--- config.mk ---
export PLATFORM = sky130hd
export DESIGN_NAME = if_fetch_queue
export DESIGN_NICKNAME = d
export VERILOG_FILES = /design/src/rtl/if_fetch_queue_pkg.sv /design/src/rtl/if_fetch_queue_sync_fifo.sv /design/src/rtl/if_fetch_queue.sv
export SDC_FILE = /design/constraint.sdc
export NUM_CORES = 1
export LEC_CHECK = 0
export ABC_AREA = 1
export BUFFER_PORTS_ARGS = -buffer_cell sky130_fd_sc_hd__buf_2
export CAP_MARGIN = 30
export CORE_MARGIN = 10
export CORE_UTILIZATION = 53
export CTS_CLUSTER_SIZE = 14
export DETAILED_ROUTE_END_ITERATION = 6
export GPL_ROUTABILITY_DRIVEN = 0
export PLACE_DENSITY = 0.79
export REMOVE_ABC_BUFFERS = 1
export SYNTH_ARGS = -nofsm -noshare
export SYNTH_HDL_FRONTEND = slang
export SYNTH_SLANG_ARGS = --single-unit
--- constraint.sdc ---
create_clock -name clk -period 6.83 [get_ports clk]
set_input_delay 2.049 -clock clk [delete_from_list [all_inputs] [get_ports clk]]
set_output_delay 2.049 -clock clk [all_outputs]
set_load 0.01 [all_outputs]
--- src/rtl/if_fetch_queue_pkg.sv ---
// Shared front-end types: buffer entry, in-flight tag and the default boot PC.
package if_fetch_queue_pkg;

  localparam logic [31:0] CPU_RESET_PC = 32'h1c000000;

  // One decoded-side slot: fetched word, its PC, and an address-error flag.
  typedef struct packed {
    logic [31:0] inst;
    logic [31:0] pc;
    logic        adef;
  } ibuf_entry_t;

  // Travels alongside each accepted SRAM request until its data returns.
  typedef struct packed {
    logic [31:0] pc;
    logic        adef;
  } fetch_tag_t;

  function automatic logic pc_misaligned(input logic [31:0] a);
    return a[1:0] != 2'b00;
  endfunction

endpackage

--- src/rtl/if_fetch_queue_sync_fifo.sv ---
// Generic synchronous FIFO with a synchronous clear. Clear drops all
// contents; a push in the same cycle lands as the only entry.
module sync_fifo #(
  parameter int WIDTH = 8,
  parameter int DEPTH = 4,
  localparam int AW = (DEPTH > 1) ? $clog2(DEPTH) : 1,
  localparam int CW = $clog2(DEPTH) + 1
) (
  input  logic             clk,
  input  logic             resetn,
  input  logic             clr,
  input  logic             push,
  input  logic [WIDTH-1:0] din,
  input  logic             pop,
  output logic [WIDTH-1:0] dout,
  output logic             empty,
  output logic             full,
  output logic [CW-1:0]    count
);

  logic [WIDTH-1:0] mem [DEPTH];
  logic [AW-1:0]    rd_ptr, wr_ptr, wr_sel;
  logic             do_push, do_pop;

  // Pointers wrap explicitly so non-power-of-two depths also work.
  function automatic logic [AW-1:0] bump(input logic [AW-1:0] p);
    return (p == AW'(DEPTH - 1)) ? '0 : p + AW'(1);
  endfunction

  assign empty   = (count == '0);
  assign full    = (count == CW'(DEPTH));
  assign do_pop  = pop && !empty && !clr;
  assign do_push = push && (clr || !full || do_pop);
  assign wr_sel  = clr ? '0 : wr_ptr;
  assign dout    = mem[rd_ptr];

  // Storage write; contents need no reset since count gates visibility.
  always_ff @(posedge clk) begin
    if (do_push) mem[wr_sel] <= din;
  end

  // Pointer and occupancy bookkeeping.
  always_ff @(posedge clk or negedge resetn) begin
    if (!resetn) begin
      rd_ptr <= '0;
      wr_ptr <= '0;
      count  <= '0;
    end else if (clr) begin
      rd_ptr <= '0;
      wr_ptr <= do_push ? bump(AW'(0)) : '0;
      count  <= do_push ? CW'(1) : '0;
    end else begin
      if (do_push) wr_ptr <= bump(wr_ptr);
      if (do_pop)  rd_ptr <= bump(rd_ptr);
      count <= count + CW'(do_push) - CW'(do_pop);
    end
  end

endmodule

--- src/rtl/if_fetch_queue.sv ---
// Instruction fetch front end: issues pipelined SRAM fetches, tags them in
// flight, buffers returned words for ID, and handles branch/flush redirects
// by discarding stale returns. Misaligned targets produce one adef entry.
module if_fetch_queue
  import if_fetch_queue_pkg::*;
#(
  parameter int          MAX_OUTST  = 2,
  parameter int          IBUF_DEPTH = 4,
  parameter logic [31:0] RESET_PC   = CPU_RESET_PC
) (
  input  logic        clk,
  input  logic        resetn,
  output logic        inst_sram_req,
  output logic [31:0] inst_sram_addr,
  output logic        inst_sram_wr,
  output logic [1:0]  inst_sram_size,
  output logic [3:0]  inst_sram_wstrb,
  output logic [31:0] inst_sram_wdata,
  input  logic        inst_sram_addr_ok,
  input  logic        inst_sram_data_ok,
  input  logic [31:0] inst_sram_rdata,
  input  logic        br_taken,
  input  logic [31:0] br_target,
  input  logic        br_stall,
  input  logic        flush,
  input  logic [31:0] flush_target,
  input  logic        id_allowin,
  output logic        if_to_id_valid,
  output logic [31:0] if_to_id_inst,
  output logic [31:0] if_to_id_pc,
  output logic        if_to_id_adef
);

  localparam int OW = $clog2(MAX_OUTST + 1);
  localparam int TW = $clog2(MAX_OUTST) + 1;
  localparam int CW = $clog2(IBUF_DEPTH) + 1;

  logic          run, adef_halt;
  logic [31:0]   fetch_pc, pflush_pc, pbr_pc, addr_sel;
  logic          pflush_vld, pbr_vld;
  logic [OW-1:0] discard;
  logic          br_eff, redirect, misal, hold, issue, adef_push, live_ret;
  int            outst;

  logic [TW-1:0] tag_cnt;
  logic          tag_empty, tag_full;
  fetch_tag_t    tag_in, tag_head;

  logic [CW-1:0] ibuf_cnt;
  logic          ibuf_empty, ibuf_full, ibuf_push;
  ibuf_entry_t   ib_in, ib_head;

  assign inst_sram_wr    = 1'b0;
  assign inst_sram_size  = 2'h2;
  assign inst_sram_wstrb = 4'h0;
  assign inst_sram_wdata = 32'h0;

  // A branch seen while a flush is still waiting belongs to the killed path.
  assign br_eff   = br_taken && !pflush_vld;
  assign redirect = flush || br_eff;

  // Live tags plus stale returns still owed = everything the SRAM holds.
  assign outst = int'(tag_cnt) + int'(discard);

  // Fetch address: the freshest redirect wins over older state.
  always_comb begin
    addr_sel = fetch_pc;
    if (flush)           addr_sel = flush_target;
    else if (pflush_vld) addr_sel = pflush_pc;
    else if (br_taken)   addr_sel = br_target;
    else if (pbr_vld)    addr_sel = pbr_pc;
  end

  assign misal = pc_misaligned(addr_sel);
  assign hold  = !run || br_stall || tag_full || ibuf_full ||
                 (outst >= MAX_OUTST) ||
                 ((outst + int'(ibuf_cnt)) >= IBUF_DEPTH) ||
                 (discard != '0) || (adef_halt && !redirect);

  assign inst_sram_req  = !hold && !misal;
  assign inst_sram_addr = addr_sel;
  assign issue          = inst_sram_req && inst_sram_addr_ok;
  // The error entry waits until the pipe is drained so it stays in order.
  assign adef_push      = !hold && misal && (outst == 0) && !redirect;
  assign live_ret       = inst_sram_data_ok && (discard == '0) && !tag_empty;

  assign tag_in = '{pc: addr_sel, adef: 1'b0};

  // Buffer entry: returned word, or a zero word flagged as address error.
  always_comb begin
    ib_in = '{inst: inst_sram_rdata, pc: tag_head.pc, adef: tag_head.adef};
    if (adef_push) ib_in = '{inst: 32'h0, pc: addr_sel, adef: 1'b1};
  end

  assign ibuf_push = !redirect && (live_ret || adef_push);

  sync_fifo #(.WIDTH($bits(fetch_tag_t)), .DEPTH(MAX_OUTST)) u_tag_fifo (
    .clk    (clk),
    .resetn (resetn),
    .clr    (redirect),
    .push   (issue),
    .din    (tag_in),
    .pop    (live_ret),
    .dout   (tag_head),
    .empty  (tag_empty),
    .full   (tag_full),
    .count  (tag_cnt)
  );

  sync_fifo #(.WIDTH($bits(ibuf_entry_t)), .DEPTH(IBUF_DEPTH)) u_ibuf (
    .clk    (clk),
    .resetn (resetn),
    .clr    (redirect),
    .push   (ibuf_push),
    .din    (ib_in),
    .pop    (if_to_id_valid && id_allowin),
    .dout   (ib_head),
    .empty  (ibuf_empty),
    .full   (ibuf_full),
    .count  (ibuf_cnt)
  );

  assign if_to_id_valid = !ibuf_empty;
  assign if_to_id_inst  = ib_head.inst;
  assign if_to_id_pc    = ib_head.pc;
  assign if_to_id_adef  = ib_head.adef;

  // Fetch PC, pending redirects, stale-return count and adef halt.
  always_ff @(posedge clk or negedge resetn) begin
    if (!resetn) begin
      run        <= 1'b0;
      fetch_pc   <= RESET_PC;
      pflush_vld <= 1'b0;
      pflush_pc  <= '0;
      pbr_vld    <= 1'b0;
      pbr_pc     <= '0;
      discard    <= '0;
      adef_halt  <= 1'b0;
    end else begin
      run <= 1'b1;
      if (issue) fetch_pc <= addr_sel + 32'd4;

      if (issue || adef_push) begin
        pflush_vld <= 1'b0;
        pbr_vld    <= 1'b0;
      end else if (flush) begin
        pflush_vld <= 1'b1;
        pflush_pc  <= flush_target;
        pbr_vld    <= 1'b0;
      end else if (br_eff) begin
        pbr_vld <= 1'b1;
        pbr_pc  <= br_target;
      end

      if (redirect)
        discard <= OW'(outst - int'(inst_sram_data_ok));
      else if (inst_sram_data_ok && discard != '0)
        discard <= discard - OW'(1);

      if (redirect)       adef_halt <= 1'b0;
      else if (adef_push) adef_halt <= 1'b1;
    end
  end

endmodule

; ---- Yosys cells after proc, flatten, opt, wreduce, memory -nomap -nowiden
; Memories as Yosys holds them, arrays and structs flattened.
; Index checks and enable logic that the tools add are counted.
[totals]
register_bits = 113
ram_bits = 324
input_bits = 104
output_inout_bits = 138
wordCells = 131
memories = 2
[op_classes]
add_sub_neg = 13
magnitude_cmp = 2
eq_ne = 4
n_mux = 37
bitwise_logic = 2
reduce_logical = 57
[memory_table]
columns = name, depth, word_bits, read_ports, rd_ports_with_merged_regs, write_ports, line
row1 = u_ibuf.mem, 4, 65, 1, 0, 1, if_fetch_queue_sync_fifo.sv:21  ; logic [WIDTH-1:0] mem [DEPTH];
row2 = u_tag_fifo.mem, 2, 32, 1, 0, 1, if_fetch_queue_sync_fifo.sv:21
[op_table]
columns = op, count
row1 = 2-to-1 mux 32 bit, 4
row2 = 2-to-1 mux 65 bit, 1
row3 = "adder 32 x 3 -> 32 bit, second input constant", 1
row4 = zero test 32 bit, 1
row5 = 2-to-1 mux 1 bit, 21
row6 = 2-to-1 mux 2 bit, 10
row7 = logical AND 1 bit, 18
row8 = nonzero test 2 bit, 9
row9 = logical OR 1 bit, 14
row10 = zero test 1 bit, 9
row11 = "equality test 2 bit, second input constant", 3
row12 = "adder 2 x 1 -> 2 bit, second input constant", 2
row13 = adder 3 x 3 -> 4 bit, 1
row14 = ">= comparator 4 x 3 -> 1 bit, second input constant", 1
row15 = zero test 2 bit, 2
row16 = subtractor 2 x 1 -> 2 bit, 2
row17 = adder 2 x 2 -> 3 bit, 1
row18 = adder 3 x 1 -> 3 bit, 1
row19 = "equality test 3 bit, second input constant", 1
row20 = ">= comparator 3 x 2 -> 1 bit, second input constant", 1
row21 = zero test 3 bit, 1
row22 = 2-to-1 mux 3 bit, 1
row23 = AND reduction 3 bit, 1
row24 = nonzero test 3 bit, 1
row25 = 6 further kinds, 8

; ---- Logic depth before layout (Yosys ltp)
; Gate-level depths: netlist of the first run.
[depth]
ltp_word = 18
mapped_depth = 20
depth_no_buf = 19

; ---- Modules after synthesis
; Synthesis of the first run repeated with hierarchy kept, for this count alone.
[hier_totals]
cells_unflattened = 2104
hier_area_um2 = 20572.2
[modules_own_cells]
columns = mod, n_inst, cells_per_inst, area_per_inst_um2, seq_area_each_um2
row1 = sync_fifo (u_ibuf), 1, 686, 10398.7, 7982.7
row2 = if_fetch_queue, 1, 1210, 7528.5, 2556.2
row3 = sync_fifo (u_tag_fifo), 1, 208, 2645.0, 2082.0

; ---- Worst setup path before layout of the first run
; No wires, ideal clock.
[synth_path]
path_kind = input -> register
start = input br_stall
end = memory u_ibuf.mem[0][0] (netlist name) (enable)
setup_time_ns = 0.569
arrival_time_ns = 7.493
t_required_ns = 6.261
slack_ns = -1.231
stages = 12
n_path_buf = 1
cell_sequence = nor2_1 > nand3_1 > a21oi_2 > inv_2 > nor2_4 > inv_2 > nor2_4 > nand2_2 > buf_6 > nand2_1 > nand2_1 > nor3_1
[synth_via]
elab_chain_cells = 16
[synth_lines]
columns = element, line
row1 = from (decl), if_fetch_queue.sv:24  ; input logic br_stall,
row2 = logical OR 1 bit (4 in a row), if_fetch_queue.sv:75  ; assign hold = !run || br_stall || tag_full || ibuf_full ||
row3 = logical OR 1 bit, if_fetch_queue.sv:76  ; (outst >= MAX_OUTST) ||
row4 = logical OR 1 bit, if_fetch_queue.sv:77  ; ((outst + int'(ibuf_cnt)) >= IBUF_DEPTH) ||
row5 = logical OR 1 bit, if_fetch_queue.sv:78  ; (discard != '0) || (adef_halt && !redirect);
row6 = zero test 1 bit, if_fetch_queue.sv:84  ; assign adef_push = !hold && misal && (outst == 0) && !redirect;
row7 = logical AND 1 bit (3 in a row), if_fetch_queue.sv:84
row8 = logical OR 1 bit, if_fetch_queue.sv:95  ; assign ibuf_push = !redirect && (live_ret || adef_push);
row9 = logical AND 1 bit, if_fetch_queue.sv:95
row10 = logical AND 1 bit, if_fetch_queue_sync_fifo.sv:33  ; assign do_push = push && (clr || !full || do_pop);
row11 = 2-to-1 mux 1 bit, if_fetch_queue_sync_fifo.sv:39  ; if (do_push) mem[wr_sel] <= din;
row12 = 2-to-1 mux 1 bit (not written as such), if_fetch_queue_sync_fifo.sv:39
row13 = to (decl), if_fetch_queue_sync_fifo.sv:21
; Every way passes these cells.

; ---- Final worst setup path of the first run
[layout_path]
start = input flush
end = output inst_sram_addr[16]
[layout_via]
elab_chain_cells = 1
[layout_lines]
columns = element, line
row1 = from (decl), if_fetch_queue.sv:25  ; input logic flush,
row2 = 2-to-1 mux 32 bit, if_fetch_queue.sv:68  ; if (flush) addr_sel = flush_target;
row3 = to (decl), if_fetch_queue.sv:14  ; output logic [31:0] inst_sram_addr,
; Every way passes these cells.

==> results of run 1 <==
==> final cells by class <==
type	count	area, µm²	share of cell area [%]
clock buffer	59	1264	5.603
multi-input combinational	1284	5919	26.25
timing repair buffer	225	1256	5.570
tap	468	585.6	2.596
clock inverter	26	306.5	1.359
inverter	174	656.9	2.912
sequential	437	12570	55.71
==> routing by layer <==
| layer | track usage (%) | vias to the layer above |
|---|---|---|
| li1 | - | 6983 |
| met1 | 28.52 | 6983 |
| met2 | 35.02 | 669 |
| met3 | 4.487 | 96 |
| met4 | 6.502 | 0 |
| met5 | 0 | - |
==> cells by family (layout without fill, tap and decap cells) <==
family	count (synthesis)	count (layout)	synth area share, %
muxes	1	1	0.05063
AOI/OAI and AO/OA	355	355	9.707
adders and majority gates	14	14	0.9618
buffers and inverters	318	484	7.442
other	2	40	0.03798
xor gates and xnor gates	18	18	0.7973
DFF	437	437	63.53
and+or+nand+nor	856	856	17.48
==> per-stage QoR <==
step	std cells	total power [mW]	utilization, %
2_1_floorplan	1895	4.066	-
4_1_cts	2673	7.207	61.46
6_report	2673	7.163	61.46
5_1_grt	2673	7.515	61.46
3_5_place_dp	2588	4.621	57.18
3_3_place_gp	2586	4.564	57.05
==> worst min-delay path, cell delays in order (launching register included) <==
cell and delay (ns):
dfrtp_1 0.34, nand2_1 0.05, nand2_1 0.05
==> power by group through the flow <==
stage,combinational [mW],clock (mW),sequential [mW]
after global routing,1.55,2.74,3.22
after global placement,1.32,0,3.24
after floorplan,0.826,0,3.24
after CTS,1.38,2.62,3.20
final,1.38,2.58,3.21
after detailed placement,1.37,0,3.25
==> cells in the mapped netlist, types with 22 or more instances <==
| library cell | number | area share, % |
|---|---|---|
| a31oi_1 | 31 | 0.98 |
| o21ai_1 | 62 | 1.6 |
| inv_1 | 161 | 3.1 |
| buf_4 | 52 | 2.0 |
| nor2_1 | 278 | 5.3 |
| edfxtp_1 | 324 | 49 |
| o22ai_1 | 65 | 2.1 |
| dfrtp_1 | 110 | 14 |
| clkbuf_1 | 62 | 1.2 |
| a21oi_1 | 38 | 0.96 |
| buf_2 | 22 | 0.56 |
| nand2_1 | 455 | 8.6 |
| nand3_1 | 76 | 1.9 |
| o21ai_0 | 154 | 3.9 |
==> registers in the layout (all words and copies together) (netlist names) <==
name,count
u_ibuf.mem,260
u_tag_fifo.mem,64
fetch_pc,32
pbr_pc,32
pflush_pc,32
u_ibuf.count,3
discard,2
u_ibuf.rd_ptr,2
u_ibuf.wr_ptr,2
u_tag_fifo.count,2
adef_halt,1
pbr_vld,1
pflush_vld,1
run,1
u_tag_fifo.rd_ptr,1
u_tag_fifo.wr_ptr,1
==> path summary, 6_finish.rpt <==
kind,endpoint,slack [ns]
worst max-delay path,inst_sram_addr[16],1.03
worst min-delay path,pflush_pc[2]$_DFFE_PN0P_,0.48
worst max register to register,pflush_pc[15]$_DFFE_PN0P_,2.56
worst min register to register,pflush_pc[2]$_DFFE_PN0P_,0.48
max in group asynchronous,u_ibuf.rd_ptr[0]$_DFFE_PN0P_,4.24
min in group asynchronous,pbr_pc[22]$_DFFE_PN0P_,1.53
==> reports/results.tsv, run 1 <==
stage	metric	value	unit
status	status	complete, no violations	
yosys	netlist_area	0.01977	mm²
worst_setup_path	cp-end-kind	output pin	
floorplan	die-area	0.04543	mm²
yosys	yosysWarnings	0	
grt	grt_use_total	21.51	%
worst_setup_path	crit_type	in2out	
yosys	synth-main-ff-cell	edfxtp_1	
worst_setup_path	worst-path-buf-inv	4	
clock_network	cts_root_buffer	clkbuf_16	
grt	grt_pass1_vias	14382	
layout	fill_cells	2961	
clock_network	cts_buffers	46	
yosys	avgSynthCellArea	9.881	µm²
grt	overflow	0	
layout	fin_nets	2286	
sta	final_hold_viol_count	0	
clock_network	clk_pin_slew_worst_paths	0.05	ns
sta	fin_crit_sh	84.92	%
yosys	ys_types	37	
sta	setup_viol	0	
clock_network	h-tree-depth	2	
clock_network	clkSinkCount	437	
clock_network	post-cts-setup-buffers	0	
yosys	syn-instance-count	2001	
power_and_ir_drop	netSwitchingFraction	29.10	%
worst_setup_path	critPathLaunchType	input port	
floorplan	coreArea	0.03670	mm²
sta	maxSlewHeadroom	39.44	%
grt	grt_max_degree	75	
sta	holdWs	0.4764	ns
layout	postLayoutCellArea	0.02255	mm²
placement	pre_cts_ws	1.085	ns
sta	fin_crit	5.800	ns
layout	insertedDiodeCount	0	
power_and_ir_drop	intPower	5.079	mW
layout	mostFrequentLayoutCells	nand2_1, edfxtp_1, nor2_1	
grt	antenna_found_initial	0	
layout	drive_gt1_share	15.37	%
power_and_ir_drop	powerDensity	317.6	mW/mm²
sta	grt_setup_unrepaired	false	
floorplan	initial_core_util	53.88	%
sta	fin_worst_skew	0.01313	ns
yosys	yosysSeqAreaShare	63.53	%
grt	grt_pass1_wl	77960	µm
sta	fin_tns_setup	0	ns
clock_network	clk_latency	0.55	ns
drt	drc	0	
min_path	hp-start	pflush_pc[2]$_DFFE_PN0P_	
power_and_ir_drop	clkPwrFrac	36.0	%
drt	dr_wl_met2	23220	µm
clock_network	cts_tree	built	
clock_network	clockBufferDepth	3	
yosys	synth_edf_count	324	
drt	wirelength_met1	20750	µm
min_path	hold_class	reg2reg	
drt	first_pass_iters	7	
worst_setup_path	cp.required	4.78	ns
min_path	hold_depth	2	
worst_setup_path	path_cells	buf_2 > buf_4 > a21oi_1 > nand2_1 > nand2_1 > inv_1 > buf_2	
worst_setup_path	startpoint	flush	
power_and_ir_drop	ir_drop	0.2099	mV
worst_setup_path	worst-path-max-fanout	35	
placement	dpl.hpwl	31320	µm
placement	portBuffers	202	
worst_setup_path	rr_worst_depth	12	
drt	initialDrtViolationCount	1473	
drt	met3WireLength	4362	µm
drt	top_layer	met4	
worst_setup_path	worst_path_largest_cell_delay	0.53	ns
sta	tightest_slew	0.9084	ns
drt	wire_per_inst	18.57	µm
sta	max_freq	172.4	MHz
drt	vias_per_cell	5.511	
yosys	ys_ff_latch	437	
worst_setup_path	slowest_stage	buf_2	
power_and_ir_drop	p_sw	2.085	mW
sta	worst_slack	1.030	ns
clock_network	ctsResizeCount	0	
floorplan	fp-row-count	70	
job	cap_violations	0	
power_and_ir_drop	leakage	9.464	nW
worst_setup_path	crit_arrival	3.75	ns
layout	layout_commonest_cell	nand2_1	
power_and_ir_drop	combinationalPowerShare	19.2	%
drt	drtAntennaViolNets	0	
worst_setup_path	cp_top_family	buffers and inverters	
drt	wirelength	49630	µm
worst_setup_path	cp.depth	7	
floorplan	die_w	213.2	µm
placement	post_dp_cell_area	0.02098	mm²
sta	report.final.slew_viol_count	0	
clock_network	postCtsHoldBufs	0	
layout	area_delta_synth_final	14.07	%
power_and_ir_drop	power_frac_seq	44.8	%
worst_setup_path	r2r_start	discard[0]$_DFFE_PN0P_	
floorplan	die-height	213.2	µm
floorplan	num_io_pins	242	
yosys	async_flop_share	25.86	%
drt	route.vias.total	14731	
Power figures use the tool's default switching activity.
==> inputs of run 2 (changes only) <==
Clock period 6.83 ns to 5.32 ns, I/O delays scaled along.
==> reports/results.tsv, run 2 (synthesis results as in run 1) <==
stage	metric	value	unit	change
min_path	hold_class	reg2reg		
drt	wirelength	49680	µm	about the same
sta	fin_worst_skew	0.01782	ns	+0.004690 ns
sta	fin_crit_sh	86.65	%	
layout	stdcell_count	2679		+0.22%
floorplan	num_io_pins	242		unchanged
sta	fin_tns_setup	0	ns	unchanged
grt	antenna_found_initial	0		unchanged
drt	vias_per_cell	5.495		-0.30%
power_and_ir_drop	powerDensity	399.5	mW/mm²	+26%
drt	route.vias.total	14720		-0.075%
clock_network	clk_latency	0.55	ns	about the same
drt	drc	0		unchanged
layout	fill_cells	2967		+0.20%
sta	final_hold_viol_count	0		unchanged
layout	reg.largest.list	u_ibuf.mem x260, u_tag_fifo.mem x64		
worst_setup_path	cp-end-kind	output pin		
placement	portBuffers	202		unchanged
grt	grt_pass1_vias	14448		+0.46%
job	cap_violations	0		unchanged
clock_network	ctsResizeCount	0		unchanged
min_path	hp-start	fetch_pc[26]$_DFFE_PN1P_		
worst_setup_path	crit_arrival	3.01	ns	-0.74 ns
layout	drive_gt1_share	15.51	%	+0.14 points
layout	fin_util	61.41	%	about the same
placement	dp.cells	2599		+0.43%
sta	fin_crit	4.610	ns	
floorplan	fp-row-count	70		unchanged
floorplan	die-area	0.04543	mm²	unchanged
clock_network	clk_pin_slew_worst_paths	0.05	ns	about the same
floorplan	coreArea	0.03670	mm²	unchanged
clock_network	cts_buffers	45		-2.2%
clock_network	clockBufferDepth	3		unchanged
drt	wire_per_inst	18.54	µm	-0.13%
clock_network	h-tree-depth	2		unchanged
grt	overflow	0		unchanged
drt	initialDrtViolationCount	1389		-5.7%
worst_setup_path	startpoint	br_taken		
layout	largest_reg_flops	260		unchanged
worst_setup_path	crit_type	in2out		
floorplan	initial_core_util	53.88	%	unchanged
worst_setup_path	critPathLaunchType	input port		
placement	dpl.hpwl	31960	µm	+2.0%
floorplan	die-height	213.2	µm	unchanged
clock_network	clkSinkCount	437		unchanged
layout	insertedDiodeCount	0		unchanged
drt	first_pass_iters	6		-1
grt	grt_pass1_wl	77840	µm	-0.16%
layout	layout_commonest_cell	nand2_1		
power_and_ir_drop	ir_drop	0.2690	mV	+28%
floorplan	die_w	213.2	µm	unchanged
sta	maxSlewHeadroom	40.13	%	+0.69 points
worst_setup_path	worst-path-max-fanout	25		-29%
sta	setup_viol	0		unchanged
layout	fin_nets	2296		+0.44%
sta	tightest_slew	0.8980	ns	-0.01041 ns
placement	post_dp_cell_area	0.02110	mm²	+0.57%
sta	grt_setup_unrepaired	false		
worst_setup_path	cp.required	3.72	ns	-1.06 ns
drt	drtAntennaViolNets	0		unchanged
worst_setup_path	r2r_start	discard[0]$_DFFE_PN0P_		
layout	postLayoutCellArea	0.02254	mm²	about the same
grt	grt_max_degree	72		-4.0%
clock_network	post-cts-setup-buffers	0		unchanged
clock_network	postCtsHoldBufs	0		unchanged
grt	grt_use_total	21.51	%	about the same
layout	regMostFlops	u_ibuf.mem		
layout	area_delta_synth_final	13.98	%	about the same
sta	report.final.slew_viol_count	0		unchanged
clock_network	cts_tree	built		
power_and_ir_drop	power	9.005	mW	+26%
sta	max_freq	216.9	MHz	
clock_network	cts_root_buffer	clkbuf_16		
status	status	complete, no violations		
power_and_ir_drop	leakage	9.471	nW	about the same
layout	mostFrequentLayoutCells	nand2_1, edfxtp_1, nor2_1		
-- run 2: cell count changes in the layout (fill, tap and decap cells not counted) --
cell	delta
buf_4	+8
bufinv_16	-1
clkbuf_1	+2
inv_8	-1
clkinv_4	+2
clkbuf_16	-4
buf_12	+3
clkinv_2	-1
clkinvlp_4	-2
-- run 2: final cells by class --
| cell class | instances | area (µm²) | area share [%] |
|---|---|---|---|
| inverters | 174 | 656.9 | 2.915 |
| multi-input cells | 1284 | 5919 | 26.26 |
| flip-flops and latches | 437 | 12570 | 55.75 |
| repair buffers | 236 | 1376 | 6.107 |
| clock buffers | 57 | 1171 | 5.196 |
| well taps | 468 | 585.6 | 2.598 |
| clock inverters | 23 | 262.8 | 1.166 |
-- run 2: power by group --
group / internal, mW / total, mW / leakage, nW / switching (mW)
combinational: 0.593 / 1.82 / 4.44 / 1.22
sequential: 3.93 / 4.10 / 4.34 / 0.170
clock: 1.84 / 3.09 / 0.695 / 1.25
total: 6.36 / 9.00 / 9.47 / 2.64
-- run 2: per-stage QoR --
step                      hold WS (ns)  setup slack, ns
after floorplan                 0.4422           -2.857
after global placement          0.4537           0.7494
after detailed placement        0.4591           0.7397
after CTS                       0.4743           0.7461
after global routing            0.4875           0.5983
final                           0.4729           0.7104
-- run 2: critical path, stage by stage --
cell     delay (ns)
buf_2          0.11
inv_2          0.38
buf_4          0.27
nand3_1        0.08
nand3_1        0.07
nand2_1        0.06
nand2_1        0.13
inv_1          0.13
buf_2          0.18
-- run 2: final timing paths --
check	end	slack [ns]	cells after the start
worst max-delay path	inst_sram_addr[20]	0.71	9
worst min-delay path	fetch_pc[26]$_DFFE_PN1P_	0.47	2
worst max register to register	u_ibuf.mem[2][38]$_DFFE_PP_	1.64	13
worst min register to register	fetch_pc[26]$_DFFE_PN1P_	0.47	2
max in group asynchronous	u_ibuf.rd_ptr[0]$_DFFE_PN0P_	3.18	2
min in group asynchronous	pbr_pc[17]$_DFFE_PN0P_	1.19	1
-- run 2: layer usage --
layer | vias to the layer above | GRT usage (%) | share of wire, %
met5 | - | 0 | 0
met4 | 0 | 6.062 | 2.3
met3 | 95 | 4.604 | 9.1
met2 | 638 | 35.47 | 47
met1 | 6991 | 28.23 | 42
li1 | 6996 | - | -
